===== src/rtl/lab3_seg_capture_encoder.sv =====
// Receive-side seven-segment capture: debounces each multiplexed digit, decodes the
// segment pattern back to a hex nibble and publishes a 16-bit word once all four digits arrive.
module lab3_seg_capture_encoder #(
    parameter int STABLE_CNT = 4,
    parameter int CNT_W      = 8
) (
    input  logic        clk,
    input  logic        rst_n,
    input  logic [6:0]  seg_i,
    input  logic [3:0]  an_i,
    input  logic        clear_i,
    output logic [15:0] value_o,
    output logic        valid_o,
    output logic        err_o,
    output logic [3:0]  mask_o
);

    localparam logic [CNT_W-1:0] STABLE    = CNT_W'(STABLE_CNT);
    localparam logic [CNT_W-1:0] STABLE_M1 = CNT_W'(STABLE_CNT - 1);

    logic [6:0]       s_seg, prev_seg;
    logic [3:0]       s_an, prev_an;
    logic [CNT_W-1:0] cnt;
    logic [3:0]       staged [4];

    logic       legal;
    logic [3:0] nibble;
    logic [1:0] idx;
    logic       one_hot, good, same, commit, complete;

    always_comb begin
        legal  = 1'b1;
        nibble = 4'h0;
        case (s_seg)
            7'h7E: nibble = 4'h0;
            7'h30: nibble = 4'h1;
            7'h6D: nibble = 4'h2;
            7'h79: nibble = 4'h3;
            7'h33: nibble = 4'h4;
            7'h5B: nibble = 4'h5;
            7'h5F: nibble = 4'h6;
            7'h70: nibble = 4'h7;
            7'h7F: nibble = 4'h8;
            7'h7B: nibble = 4'h9;
            7'h77: nibble = 4'hA;
            7'h1F: nibble = 4'hB;
            7'h4E: nibble = 4'hC;
            7'h3D: nibble = 4'hD;
            7'h4F: nibble = 4'hE;
            7'h47: nibble = 4'hF;
            default: legal = 1'b0;
        endcase
    end

    always_comb begin
        idx = 2'd0;
        case (s_an)
            4'b0010: idx = 2'd1;
            4'b0100: idx = 2'd2;
            4'b1000: idx = 2'd3;
            default: idx = 2'd0;
        endcase
    end

    // A digit commits exactly once per dwell: on the step from STABLE-1 to STABLE.
    assign one_hot  = (s_an != 4'h0) && ((s_an & (s_an - 4'h1)) == 4'h0);
    assign good     = one_hot && legal;
    assign same     = (s_seg == prev_seg) && (s_an == prev_an);
    assign commit   = !clear_i && good && same && (cnt == STABLE_M1);
    assign complete = !clear_i && (mask_o == 4'hF);

    always_ff @(posedge clk or negedge rst_n) begin
        if (!rst_n) begin
            s_seg    <= 7'h00;
            s_an     <= 4'h0;
            prev_seg <= 7'h00;
            prev_an  <= 4'h0;
            cnt      <= '0;
            value_o  <= 16'h0000;
            valid_o  <= 1'b0;
            err_o    <= 1'b0;
            mask_o   <= 4'h0;
            for (int i = 0; i < 4; i++) staged[i] <= 4'h0;
        end else begin
            s_seg    <= seg_i;
            s_an     <= an_i;
            prev_seg <= s_seg;
            prev_an  <= s_an;
            err_o    <= one_hot && !legal;
            valid_o  <= complete;

            if (complete)
                value_o <= {staged[3], staged[2], staged[1], staged[0]};
            if (commit)
                staged[idx] <= nibble;

            if (clear_i || !good)
                cnt <= '0;
            else if (!same)
                cnt <= {{(CNT_W-1){1'b0}}, 1'b1};
            else if (cnt != STABLE)
                cnt <= cnt + 1'b1;

            // A commit landing on the completion edge seeds the next frame.
            if (clear_i)
                mask_o <= 4'h0;
            else
                mask_o <= (complete ? 4'h0 : mask_o) | (commit ? s_an : 4'h0);
        end
    end

endmodule


===== config.mk =====
export PLATFORM = sky130hd
export DESIGN_NAME = lab3_seg_capture_encoder
export DESIGN_NICKNAME = d
export VERILOG_FILES = /design/src/rtl/lab3_seg_capture_encoder.sv
export SDC_FILE = /design/constraint.sdc
export NUM_CORES = 1
export LEC_CHECK = 0
export BUFFER_PORTS_ARGS = -buffer_cell sky130_fd_sc_hd__buf_4
export CORE_ASPECT_RATIO = 1.4
export CORE_MARGIN = 2
export CORE_UTILIZATION = 40
export CTS_BUF_LIST = sky130_fd_sc_hd__clkbuf_8
export DETAILED_ROUTE_END_ITERATION = 7
export PLACE_DENSITY = 0.67
export SLEW_MARGIN = 20
export SYNTH_ARGS = -nofsm -noshare
export SYNTH_HDL_FRONTEND = slang
export SYNTH_SLANG_ARGS = --single-unit

===== constraint.sdc =====
create_clock -name clk -period 4.56 [get_ports clk]
set_clock_uncertainty 0.05 [all_clocks]
set_input_delay 0.228 -clock clk [delete_from_list [all_inputs] [get_ports clk]]
set_output_delay 0.228 -clock clk [all_outputs]
set_load 0.01 [all_outputs]

## Yosys cells after proc, flatten, opt, wreduce, memory -nomap -nowiden

Index checks and enable logic that the tools add are counted.

| storage, ports and cells | value |
|---|---|
| output and inout port bits | 22 |
| input bits | 14 |
| word-level logic and storage cells | 73 |
| flip-flop bits (word level) | 68 |

| cells by class | value |
|---|---|
| add/subtract/negate cells | 2 |
| reductions and logical operators | 16 |
| $lt $le $gt $ge | 2 |
| eq/ne operators | 25 |
| bitwise logic cells | 3 |
| multiplexer cells | 12 |

Operator list:

| cell | count |
|---|---|
| $eq 7x7->1 const B | 12 |
| $pmux 4 s15 | 1 |
| $mux 8 | 3 |
| $eq 7x6->1 const B | 3 |
| $bwmux 16 | 1 |
| $mux 4 | 4 |
| $reduce_or 16->1 | 1 |
| $logic_and 1x1->1 | 9 |
| $add 8x1->8 const B | 1 |
| $demux 4 s2 | 1 |
| $eq 4x4->1 const B | 2 |
| $eq 8x2->1 const B | 1 |
| $ne 8x3->1 const B | 1 |
| $eq 7x5->1 const B | 1 |
| $eq 7x7->1 | 1 |
| $pmux 2 s3 | 1 |
| $and 4x4->4 | 1 |
| $eq 4x2->1 const B | 1 |
| $eq 4x3->1 const B | 1 |
| $eq 4x4->1 | 1 |
| $logic_not 4->1 | 1 |
| $or 4x4->4 | 1 |
| $reduce_bool 4->1 | 1 |
| $sub 4x1->4 const B | 1 |
| 7 further kinds | 9 |

## Depth between registers and ports, before layout

Gate-level depths: netlist of run 1.

| logic depth | value |
|---|---|
| depth in word-level cells | 11 |
| depth in mapped cells | 8 |
| gate-level depth less buffers | 6 |

## Least setup slack after synthesis of run 1

Ideal clock, no wire load.

| timing | value |
|---|---|
| path type | reg-to-reg |
| from | register cnt[0] |
| to | register staged[0] (netlist bit) |
| buffers on the path | 0 |
| data arrival time | 2177 ps |
| required time | 4385 ps |
| setup slack | 2208 ps |
| period minus slack after synthesis | 2352 ps |
| setup time | 125 ps |
| stages on the path, launching flop included | 7 |
| cell sequence | dfrtp_1 -> ha_1 -> nor4b_2 -> nand4_1 -> or4_4 -> a311oi_2 -> mux2_2 |

| between the ends | value |
|---|---|
| cells in the longest elaborated chain, start to end | 2 |

Ends and longest elaborated chain:

| element | RTL line | source |
|---|---|---|
| start: declaration | 23 | `logic [CNT_W-1:0] cnt;` |
| start signal: assignment | 100 | `cnt <= {{(CNT_W-1){1'b0}}, 1'b1};` |
| start signal: assignment | 102 | `cnt <= cnt + 1'b1;` |
| $eq 8x2->1 | 69 | `assign commit = !clear_i && good && same && (cnt == STABLE_M1);` |
| $logic_and 1x1->1 | 69 |  |
| end signal: indexed assignment | 95 | `staged[idx] <= nibble;` |
| end: declaration | 24 | `logic [3:0] staged [4];` |

Every way passes these cells.
A chain may end at the register's enable or synchronous reset.

## Final worst setup path of run 1

| timing | value |
|---|---|
| from | register s_seg[5] |
| to | register staged[14] (netlist bit) |

| between the ends | value |
|---|---|
| cells in the longest elaborated chain, start to end | 7 |
| elaborated cells between the ends (all ways) | 26 |
| classes of those cells | 17 x eq/ne; 3 x mux; 6 x reduce/logical |

Ends and longest elaborated chain:

| element | RTL line | source |
|---|---|---|
| start: declaration | 21 | `logic [6:0] s_seg, prev_seg;` |
| start signal: assignment | 85 | `s_seg <= seg_i;` |
| $eq 7x7->1, or another cell as far along | 34 | `case (s_seg)` |
| $reduce_or 16->1 (no line) | - |  |
| $mux 1 | 34 |  |
| $logic_and 1x1->1 | 67 | `assign good = one_hot && legal;` |
| $logic_and 1x1->1 (3 in series) | 69 |  |

Several ways; a longest one is shown, not always the timed one.

==> metrics.md, run 1 <==
| Metric | Value |
|---|---|
| Status | `finished clean` |
| GR Util All Layers | `15.6%` |
| Sw frac | `between 20% and 30%` |
| DR iter-0 viols | `79` |
| Share of cells above drive strength 1 | `between 20% and 30%` |
| CTS sink count | `between 60 and 70` |
| Cell row count | `38` |
| CTS tree | `done` |
| Crit. End Element | `flip-flop` |
| Layout Nets | `319` |
| Synthesized area | `0.00319 sq mm` |
| Via density per instance | `approximately 5.3` |
| Vias post-DR | `2,165` |
| Synth Area per Inst | `approximately 12 sq um` |
| Seq/Total Area, Yosys | `a little over half` |
| Clock Pin Slew Worst Setup and Hold Paths | `0.07 ns` |
| Clk root buf | `clkbuf_8` |
| EDFF count, synth | `0` |
| CP required | `roughly 4.7 ns` |
| Final Hold Viols | `0` |
| Min Tclk post-route | `between 2 and 3 ns` |
| Syn_nets | `~280` |
| Netlist cell types | `51` |
| ANT nets after route | `0` |
| Peak VDD IR | `between 150 and 200 uV` |
| Leakage power | `between 0.0015 and 0.002 uW` |
| Setup ws final | `approximately 1.9 ns` |
| Synth Flop Type | `dfrtp_1` |
| Initial Util | `about 41%` |
| Period utilization | `roughly three fifths` |
| X dimension of the die | `79.5 microns` |
| Critical Path Start Type | `flip-flop` |
| DP Worst Slack | `1.89 ns` |
| Post-CTS sizing | `0` |
| Clk Latency, worst-skew pair | `0.34 ns` |
| Pwr dens | `307 mW/mm^2` |
| Final setup fails | `0` |
| Drt total wl | `6.10 mm` |
| Max frequency | `roughly 370 MHz` |
| Vias in the first global route | `~2,200` |
| CP Max Fanout | `21` |
| Rel. slew slack | `around 45%` |
| Fin. max-slew vios | `0` |
| Sequential fraction of design power | `between 50% and 60%` |
| Synth Register Bits | `between 60 and 70` |
| Worst path arrival time | `approximately 2.9 ns` |
| Post-DP HPWL | `4.22 mm` |
| P_int | `~900 uW` |
| Core area | `around 0.0077 sq mm` |
| Post-route cell area | `0.00383 sq mm` |
| Cells after synthesis | `~260` |
| Initial antenna violation count | `0` |
| Post-DP Area | `0.00352 sq mm` |
| Max-Cap Viols | `0` |
| Height of the die | `110 microns` |
| Net Sw Power | `around 270 uW` |
| Area of the multi-input gates | `between 0.001 and 0.0015 sq mm` |
| Sequential Area | `roughly 0.0017 sq mm` |
| DRT Pass-1 Iters | `4` |
| Num CTS Buffers | `9` |
| Antenna cells | `0` |
| First-pass GRT wire length | `10.3 mm` |
| H-Tree Depth | `3` |
| Fillers | `approximately 700` |
| Logic pwr share | `under 10%` |
| Worst hold path class | `in -> reg` |
| DR WL/cell | `around 15 microns` |
| Worst Setup Path Type | `reg -> reg` |
| Clock group share of total power | `between 30% and 40%` |
| Ys Warns | `0` |
| Total gr overflow | `0` |
| Die area | `slightly below 0.009 sq mm` |
| RePlAce Congestion | `roughly 0.88` |
| Area Growth Syn to Fin | `20.0%` |
| Ys async rst share | `between 90% and 100%` |
| Largest net degree at the start of global routing | `between 60 and 70` |
| Port Buffer Count | `35` |
| Clk buf depth | `2` |
| Drt drc | `0` |
| RSZ-0062 raised after global routing | `no` |
| # IOs | `36` |
| Setup_tns | `0 ns` |
| Least-Margin Pin Slew | `0.825 ns` |
-- per-layer routing --
| layer | track usage [%] | routed length [microns] |
|---|---|---|
| met5 | 0 | 0 |
| met3 | 3.94 | 227 |
| met4 | 8.87 | 183 |
| met1 | 19.2 | 2610 |
| met2 | 25.0 | 3080 |
-- synthesized netlist by cell type (all sizes together) (2+ instances only) --
library cell | number | area share [%]
ha | 2 | 0.78
nand2 | 10 | 1.2
dfrtp | 68 | 53
nor3 | 5 | 0.94
or4 | 3 | 0.82
xor2 | 5 | 1.4
xnor2 | 12 | 3.5
o32ai | 2 | 0.78
o21ai | 8 | 1.3
and3 | 4 | 0.82
mux2i | 4 | 1.3
nand2b | 3 | 0.59
inv | 7 | 0.82
a21o | 2 | 0.47
a41o | 3 | 0.94
mux2 | 28 | 9.9
nor2 | 8 | 0.94
nand4b | 2 | 0.55
a21oi | 6 | 0.94
nor4b | 13 | 3.8
a311oi | 6 | 3.0
nor4 | 2 | 0.86
nor3b | 7 | 1.6
nand4 | 5 | 0.98
nand3b | 4 | 0.94
nand3 | 10 | 1.6
o311ai | 2 | 0.55
buf | 9 | 1.4
a32o | 2 | 0.63
clkbuf | 6 | 0.71
-- cell type report --
type,instances,area share (%)
flip-flops and latches,68,44.5
repair buffers,48,10.2
inverters,7,0.686
clock inverters,5,1.21
well taps,100,3.27
clock buffers,10,3.60
multi-input cells,169,36.6
-- critical path, stage by stage, from the launching register on --
cell      delay (ns)
dfrtp_1         0.74
nor3b_1         0.52
a22o_1          0.33
nor4_4          0.11
a311oi_2        0.44
mux2_2          0.40
-- logic make-up after synthesis --
| family | synth area share, % |
|---|---|
| adders and majority gates | 0.784 |
| AOI/OAI and AO/OA | 10.4 |
| and+or+nand+nor | 16.5 |
| xor gates and xnor gates | 4.90 |
| buffers and inverters | 2.90 |
| muxes | 11.1 |
| DFF | 53.4 |
-- registers in the layout, summed over array words and instances, names as in the netlist --
register and flops:
cnt 8, err_o 1, mask_o 4, prev_an 4, prev_seg 7, s_an 4, s_seg 7, staged 16
valid_o 1, value_o 16
-- path summary, 6_finish.rpt --
kind                            startpoint          to  slack (ns)  depth (start not counted)
worst min register to register   staged[6]   staged[6]        0.45                          1
worst max-delay path              s_seg[5]  staged[14]        1.86                          5
max in group asynchronous            rst_n   staged[8]        3.39                          2
worst min-delay path               clear_i   mask_o[2]        0.05                          2
min in group asynchronous            rst_n    s_seg[6]        0.53                          2
worst max register to register    s_seg[5]  staged[14]        1.86                          5
-- metrics by stage --
stage	hold WS (ns)	power, uW	std cells	utilization [%]
2_1_floorplan	-0.118	682	259	-
3_3_place_gp	0.288	713	380	45.5
3_5_place_dp	0.288	713	380	45.5
4_1_cts	0.0223	1190	407	49.4
5_1_grt	0.0307	1240	407	49.4
6_report	0.0457	1170	407	49.4
-- power groups by stage --
stage | registers [uW] | logic (uW) | clock network, uW
after floorplan | 633 | 49.6 | 0
after global placement | 647 | 65.8 | 0
after detailed placement | 647 | 66.3 | 0
after CTS | 636 | 74.7 | 483
after global routing | 638 | 83.9 | 517
final | 636 | 73.6 | 465
-- timing repair --
item                                    CTS  global route
endpoints found under the setup margin    0             0
setup buffers                             0             0
hold endpoints to repair                 79             0
hold buffers                             12             0
-- layout by cell type, fill, tap and decap left out, types with 2 or more instances in the layout --
cell,synthesis,layout
a41o_1,3,3
nand2_1,10,10
clkbuf_8,0,10
nor3b_1,7,6
buf_4,0,36
a32o_1,2,2
mux2_2,28,28
xor2_1,5,5
ha_1,2,2
a21o_1,2,2
mux2i_1,4,4
nor2_1,8,8
a21oi_1,6,6
nand3b_1,4,4
nor4b_1,12,12
nor3_1,4,4
xnor2_1,11,11
o21ai_0,8,8
nand4_1,5,5
dlygate4sd3_1,0,12
a311oi_2,4,4
nand4b_1,2,2
inv_1,7,10
dfrtp_1,68,68
o311ai_0,2,2
nand2b_1,3,3
and3_1,3,3
or4_1,2,2
nand3_1,10,10
No activity file was read; power rests on OpenSTA's default activity.
==> run 2, diff against run 1 <==
--- a/config.mk
+++ b/config.mk
@@ -11,7 +11,7 @@
 export CORE_UTILIZATION = 40
 export CTS_BUF_LIST = sky130_fd_sc_hd__clkbuf_8
 export DETAILED_ROUTE_END_ITERATION = 7
-export PLACE_DENSITY = 0.67
+export PLACE_DENSITY = 0.69
 export SLEW_MARGIN = 20
 export SYNTH_ARGS = -nofsm -noshare
 export SYNTH_HDL_FRONTEND = slang
==> constraint.sdc (replaced) <==
create_clock -name clk -period 2.3 [get_ports clk]
set_clock_uncertainty 0.05 [all_clocks]
set_input_delay 0.115 -clock clk [delete_from_list [all_inputs] [get_ports clk]]
set_output_delay 0.115 -clock clk [all_outputs]
set_load 0.01 [all_outputs]
==> run 2 against run 1 <==
Net effect: the run now ends with setup timing left; sequential power is 95% higher; sequential share of layout area decreased by 6.8 points; worst hold slack improved by 0.31 ns; critical path depth did not move; flip-flop and latch count unchanged; register-to-register slack got worse by 1.9 ns; largest cell class unchanged; largest power group unchanged; highest routed layer unchanged.
==> metrics.md, run 2 (synthesis results as in run 1) <==
| Metric | Value |
|---|---|
| Via density per instance | `5.32` |
| Worst R2R Start | `s_seg[1]` |
| Setup ws final | `-0.0144 ns` |
| Min Tclk post-route | `2.31 ns` |
| Crit path max-delay family | `simple AND/OR/NAND/NOR gates` |
| ANT nets after route | `0` |
| Top routing layer used | `met4` |
| Most frequent cells in the layout | `85 x buf_4, 63 x dfrtp_1, 22 x mux2_2, 13 x dlygate4sd3_1, 11 x clkbuf_8` |
| Port Buffer Count | `35` |
| H-Tree Depth | `3` |
| Worst-path cell chain | `xnor2_2 > nand4_1 > or4_4 > a311oi_4 > mux2_2` |
| # IOs | `36` |
| Clk buf depth | `2` |
| Rel. slew slack | `approximately 44%` |
| Area Growth Syn to Fin | `42.3%` |
| Clk root buf | `clkbuf_8` |
| Placed insts | `approximately 430` |
| Clk Latency, worst-skew pair | `0.35 ns` |
| Register-to-Register Path Depth | `5` |
| Met1 Wirelength | `approximately 3.0 mm` |
| Crit. End Element | `flip-flop` |
| Drt drc | `0` |
| Largest registers | `staged x16, value_o x16, cnt x8` |
| Vias in the first global route | `2,502` |
| Critical Path Start Type | `flip-flop` |
| Worst path arrival time | `around 2.5 ns` |
| Leakage power | `0.00211 uW` |
| Worst Path Buf+Inv | `0` |
| Worst Setup Path Type | `reg -> reg` |
| DP Worst Slack | `-0.163 ns` |
| Fin. max-slew vios | `0` |
| Routed met3 length | `about 190 microns` |
| Die area | `between 0.008 and 0.009 sq mm` |
| Cell row count | `38` |
| CP required | `approximately 2.5 ns` |
| CP max stage cell | `or4_4` |
| Largest net degree at the start of global routing | `69` |
| Max frequency | `432 MHz` |
| Antenna cells | `0` |
| Period utilization | `101%` |
| Layout Nets | `about 380` |
| Final setup fails | `9` |
| Post-route cell area | `0.00454 sq mm` |
| Core area | `0.00775 sq mm` |
| Logic pwr share | `~10%` |
| Status | `complete, but fails checks` |
| Num CTS Buffers | `9` |
| Clock group share of total power | `between 30 and 40%` |
| DRT Pass-1 Iters | `6` |
| DR WL/cell | `15.5 microns` |
| X dimension of the die | `between 70 and 80 microns` |
| Critical Path Max Stage Delay | `0.60 ns` |
| Max-Cap Viols | `0` |
| Least-Margin Pin Slew | `between 0.8 and 0.9 ns` |
| Share of cells above drive strength 1 | `between 40% and 50%` |
| Total gr overflow | `0` |
| Worst hold path class | `in -> async` |
| Final Hold Viols | `0` |
| DR iter-0 viols | `~100` |
| Fillers | `slightly above 600` |
| Post-DP HPWL | `approximately 4.9 mm` |
| Pwr dens | `between 500 and 600 mW/mm^2` |
| Non-Filler Instances | `464` |
| Clock Pin Slew Worst Setup and Hold Paths | `about 0.070 ns` |
| Initial Util | `about two fifths` |
| Critical path depth | `5` |
| RePlAce Congestion | `roughly 0.82` |
| CTS sink count | `68` |
| RSZ-0062 raised after global routing | `yes` |
| Height of the die | `around 110 microns` |
| P_int | `roughly 1900 uW` |
| Total Power | `roughly 2500 uW` |
| Commonest non-fill, non-tap cell in the layout | `buf_4` |
| GR Util All Layers | `18.0%` |
| Met2 wire len | `around 3.8 mm` |
| Setup_tns | `-0.0625 ns` |
| Peak VDD IR | `between 300 and 400 uV` |
| RR Endpoint | `staged[1]` |
| CP Max Fanout | `8` |
| Sw frac | `23.8%` |
| Net Sw Power | `around 600 uW` |
| Drt total wl | `7.19 mm` |
| First-pass GRT wire length | `between 10 and 15 mm` |
| Worst reg2reg setup slack | `-0.01 ns` |
| Post-DP Area | `between 0.003 and 0.004 sq mm` |
| Initial antenna violation count | `0` |
| Failing checks | `setup timing` |
| Vias post-DR | `roughly 2,500` |
| Sequential fraction of design power | `roughly half` |
| CTS tree | `done` |
[run 2: changes by cell type in the layout (fill, tap and decap cells not counted), moves of 3 or more]
cell      change
mux2_2        -6
mux2_4        +6
dfrtp_2       +5
xnor2_1       -5
xnor2_2       +5
a311oi_2      -4
buf_4        +49
a311oi_4      +4
nor4b_1       -4
inv_1         -3
buf_6         +5
dfrtp_1       -5
clkinv_2      +3
[run 2: worst register-to-register path, stage by stage, from the launching register on]
cell and delay [ns]:
dfrtp_2 0.48, xnor2_2 0.21, nand4_1 0.15, or4_4 0.60, a311oi_4 0.33, mux2_2 0.38
[run 2: how the worst max path moves through the flow]
stage	end	start	slack, ns
global route	mask_o[2]	s_seg[2]	-0.14
finish	staged[1]	s_seg[1]	-0.01
CTS	staged[4]	s_seg[2]	-0.007
floorplan	staged[0]	s_seg[3]	0.003
global placement	staged[8]	s_seg[0]	-0.12
detailed placement	staged[8]	s_seg[1]	-0.16
[run 2: power by group through the flow]
| stage | Clock (uW) | Sequential, uW | Combinational (uW) |
|---|---|---|---|
| 5_1_grt | 1080 | 1250 | 279 |
| 4_1_cts | 1020 | 1240 | 244 |
| 6_report | 993 | 1240 | 256 |
| 3_5_place_dp | 0 | 1260 | 212 |
| 3_3_place_gp | 0 | 1260 | 208 |
| 2_1_floorplan | 0 | 1250 | 104 |
[run 2: metrics by stage]
| step | util (%) | hold slack [ns] |
|---|---|---|
| 2_1_floorplan | - | -0.231 |
| 3_3_place_gp | 51.0 | 0.174 |
| 3_5_place_dp | 51.0 | 0.176 |
| 4_1_cts | 57.0 | 0.332 |
| 5_1_grt | 58.5 | 0.343 |
| 6_report | 58.5 | 0.357 |
[run 2: area by class of cell]
cell class	count	area [sq um]	share of cell area (%)
repair buffers	104	845	18.6
clock inverters	5	50.0	1.10
flip-flops and latches	68	1710	37.6
inverters	7	26.3	0.579
well taps	100	125	2.76
clock buffers	11	151	3.34
multi-input cells	169	1630	36.0
[run 2: layer usage]
layer,global-route usage (%),up-vias
met5,0,-
met4,9.85,0
met3,3.69,17
met2,30.3,42
met1,21.5,1235
li1,-,1173
[run 2: repair_timing]
| item | 4_1_cts | 5_1_grt |
|---|---|---|
| setup buffers | 6 | 2 |
| resized for setup | 21 | 22 |
| hold buffers | 13 | 0 |
| endpoints found under the hold margin | 81 | 0 |
| endpoints found under the setup margin | 19 | 27 |
| pin swaps | 8 | 1 |
==> run 3, diff against run 2 <==
--- a/config.mk
+++ b/config.mk
@@ -11,8 +11,9 @@
 export CORE_UTILIZATION = 40
 export CTS_BUF_LIST = sky130_fd_sc_hd__clkbuf_8
 export DETAILED_ROUTE_END_ITERATION = 7
-export PLACE_DENSITY = 0.69
-export SLEW_MARGIN = 20
+export PLACE_DENSITY = 0.67
+export REMOVE_ABC_BUFFERS = 1
+export SLEW_MARGIN = 10
 export SYNTH_ARGS = -nofsm -noshare
 export SYNTH_HDL_FRONTEND = slang
 export SYNTH_SLANG_ARGS = --single-unit
==> constraint.sdc (replaced) <==
create_clock -name clk -period 2.2 [get_ports clk]
set_clock_uncertainty 0.05 [all_clocks]
set_input_delay 0.11 -clock clk [delete_from_list [all_inputs] [get_ports clk]]
set_output_delay 0.11 -clock clk [all_outputs]
set_load 0.01 [all_outputs]
==> run 3 against run 2 <==
Net effect: the run still ends with setup timing left; sequential share of layout area fell by 0.75 points; register-to-register slack lost 0.04 ns; die area unchanged; fmax is 2.8% higher.
==> metrics.md, run 3 (synthesis results as in run 1) <==
| Metric | Value |
|---|---|
| Status | `complete, but fails checks` |
| Failing checks | `setup timing` |
| Max-Cap Viols | `0` |
| Setup ws final | `-0.0511 ns` |
| Vias in the first global route | `roughly 2,500` |
| X dimension of the die | `between 70 and 80 microns` |
| Sequential Area | `roughly 0.0017 sq mm` |
| Max frequency | `about 440 MHz` |
| CP Max Fanout | `10` |
| Total gr overflow | `0` |
| Clk root buf | `clkbuf_8` |
| Drt total wl | `~7.4 mm` |
| RePlAce Congestion | `0.874` |
| Net Sw Power | `between 600 and 700 uW` |
| Largest net degree at the start of global routing | `69` |
| Placed insts | `426` |
| Sw frac | `between 20% and 30%` |
| Initial antenna violation count | `0` |
| DR iter-0 viols | `slightly above 80` |
| Num CTS Buffers | `9` |
| DRT Pass-1 Iters | `4` |
| Largest registers | `staged x16, value_o x16, cnt x8` |
| Via density per instance | `5.23` |
| Hold Slack | `~0.32 ns` |
| Critical Path Max Stage Delay | `0.43 ns` |
| Initial Util | `approximately two fifths` |
| Die area | `0.00871 sq mm` |
| Worst Setup Path Type | `reg -> reg` |
| Area Growth Syn to Fin | `45.4%` |
| Vias post-DR | `between 2,000 and 3,000` |
| Post-DP Area | `between 0.003 and 0.004 sq mm` |
| Worst reg2reg setup slack | `-0.05 ns` |
| Pwr dens | `slightly below 600 mW/mm^2` |
| Post-DP HPWL | `around 4.8 mm` |
| Height of the die | `110 microns` |
| CP required | `roughly 2.4 ns` |
| RSZ-0062 raised after global routing | `yes` |
| H-Tree Depth | `3` |
| Clock group share of total power | `between 40% and 50%` |
| P_int | `between 2000 and 2500 uW` |
| Clk Latency, worst-skew pair | `~0.36 ns` |
| Area of the multi-input gates | `around 0.0016 sq mm` |
| Layout Nets | `approximately 390` |
| Clock Pin Slew Worst Setup and Hold Paths | `about 0.080 ns` |
| Cell row count | `38` |
| Clk buf depth | `2` |
| CP max stage cell | `dfrtp_2` |
| First-pass GRT wire length | `11.9 mm` |
| Fin. max-slew vios | `0` |
| CTS tree | `done` |
| Crit. End Element | `flip-flop` |
| Min Tclk post-route | `~2.3 ns` |
| DR WL/cell | `between 15 and 20 microns` |
| Critical Path Start Type | `flip-flop` |
| Core area | `0.00775 sq mm` |
| Sequential fraction of design power | `a little under half` |
| Period utilization | `102%` |
| Antenna cells | `0` |
| Post-route cell area | `about 0.0046 sq mm` |
| Worst-path cell chain | `buf_4 > nand2_1 > o32ai_2 > a41oi_4 > a311oi_2 > buf_4 > mux2_4` |
| # IOs | `36` |
| Worst hold path class | `in -> async` |
| Non-Filler Instances | `around 480` |
| Logic pwr share | `about a tenth` |
| Rel. slew slack | `a little over two fifths` |
| CP most frequent cell | `buf_4` |
| Most frequent cells in the layout | `97 x buf_4, 61 x dfrtp_1, 16 x mux2_2, 13 x dlygate4sd3_1, 12 x mux2_4` |
| Port Buffer Count | `35` |
| GR Util All Layers | `a little under a fifth` |
| Leakage power | `between 0.002 and 0.0025 uW` |
| Least-Margin Pin Slew | `around 0.86 ns` |
| Final Hold Viols | `0` |
| Drt drc | `0` |
| Share of cells above drive strength 1 | `around half` |
| Total Power | `around 2700 uW` |
| Final setup fails | `12` |
| Commonest non-fill, non-tap cell in the layout | `buf_4` |
| Fillers | `just over 600` |
| CTS sink count | `68` |
| Worst path arrival time | `around 2.5 ns` |
| Peak VDD IR | `about 350 uV` |
| ANT nets after route | `0` |
[run 3: per-layer routing]
layer / vias up / track usage, % / share of wire, %
met4: 0 / 8.13 / 3.0
met3: 16 / 4.76 / 3.1
met2: 40 / 31.3 / 52
met5: - / 0 / 0
met1: 1246 / 21.1 / 41
li1: 1199 / - / -
[run 3: worst max-delay path, delay by kind of cell (launching register included)]
kind / cells / cell delay [ns]
AOI/OAI and AO/OA: 3 / 0.81
DFF: 1 / 0.43
buffers and inverters: 2 / 0.40
muxes: 1 / 0.30
and+or+nand+nor: 1 / 0.14
[run 3: final timing paths]
check	startpoint	to	depth (start not counted)
hold / removal	rst_n	value_o[6]	2
min in group clk	seg_i[3]	s_seg[3]	2
hold reg to reg	s_seg[4]	prev_seg[4]	0
setup reg to reg	s_seg[4]	staged[5]	7
setup / recovery	s_seg[4]	staged[5]	7
max in group asynchronous	rst_n	s_seg[5]	2
[run 3: repair_timing]
action | CTS | global route
buffers inserted | 17 | 7
hold endpoints to repair | 81 | 0
hold buffers | 13 | 0
pin swaps | 17 | 10
resized for setup | 47 | 11
setup endpoints to repair | 21 | 27
[run 3: final cells by class]
cell class / instances / area share (%)
Clock buffer: 9 / 2.67
Clock inverter: 7 / 2.16
Inverter: 7 / 0.567
Multi-Input combinational cell: 169 / 34.5
Sequential cell: 68 / 36.9
Tap cell: 100 / 2.70
Timing Repair Buffer: 118 / 20.5
[run 3: power by group through the flow]
stage	clock network, uW	registers (uW)	logic (uW)
after floorplan	0	1330	76.9
after global placement	0	1320	207
after detailed placement	0	1320	209
after CTS	1190	1300	258
after global routing	1250	1300	299
final	1160	1300	274
[run 3: through the flow]
stage                     utilization [%]  setup TNS (ns)  worst slack, ns
final                                59.8          -0.308          -0.0511
after global routing                 59.8           -1.89           -0.157
after CTS                            58.4          -0.249          -0.0424
after detailed placement             49.9           -3.35           -0.277
after global placement               49.9           -2.96           -0.236
after floorplan                         -           -8.01           -0.341
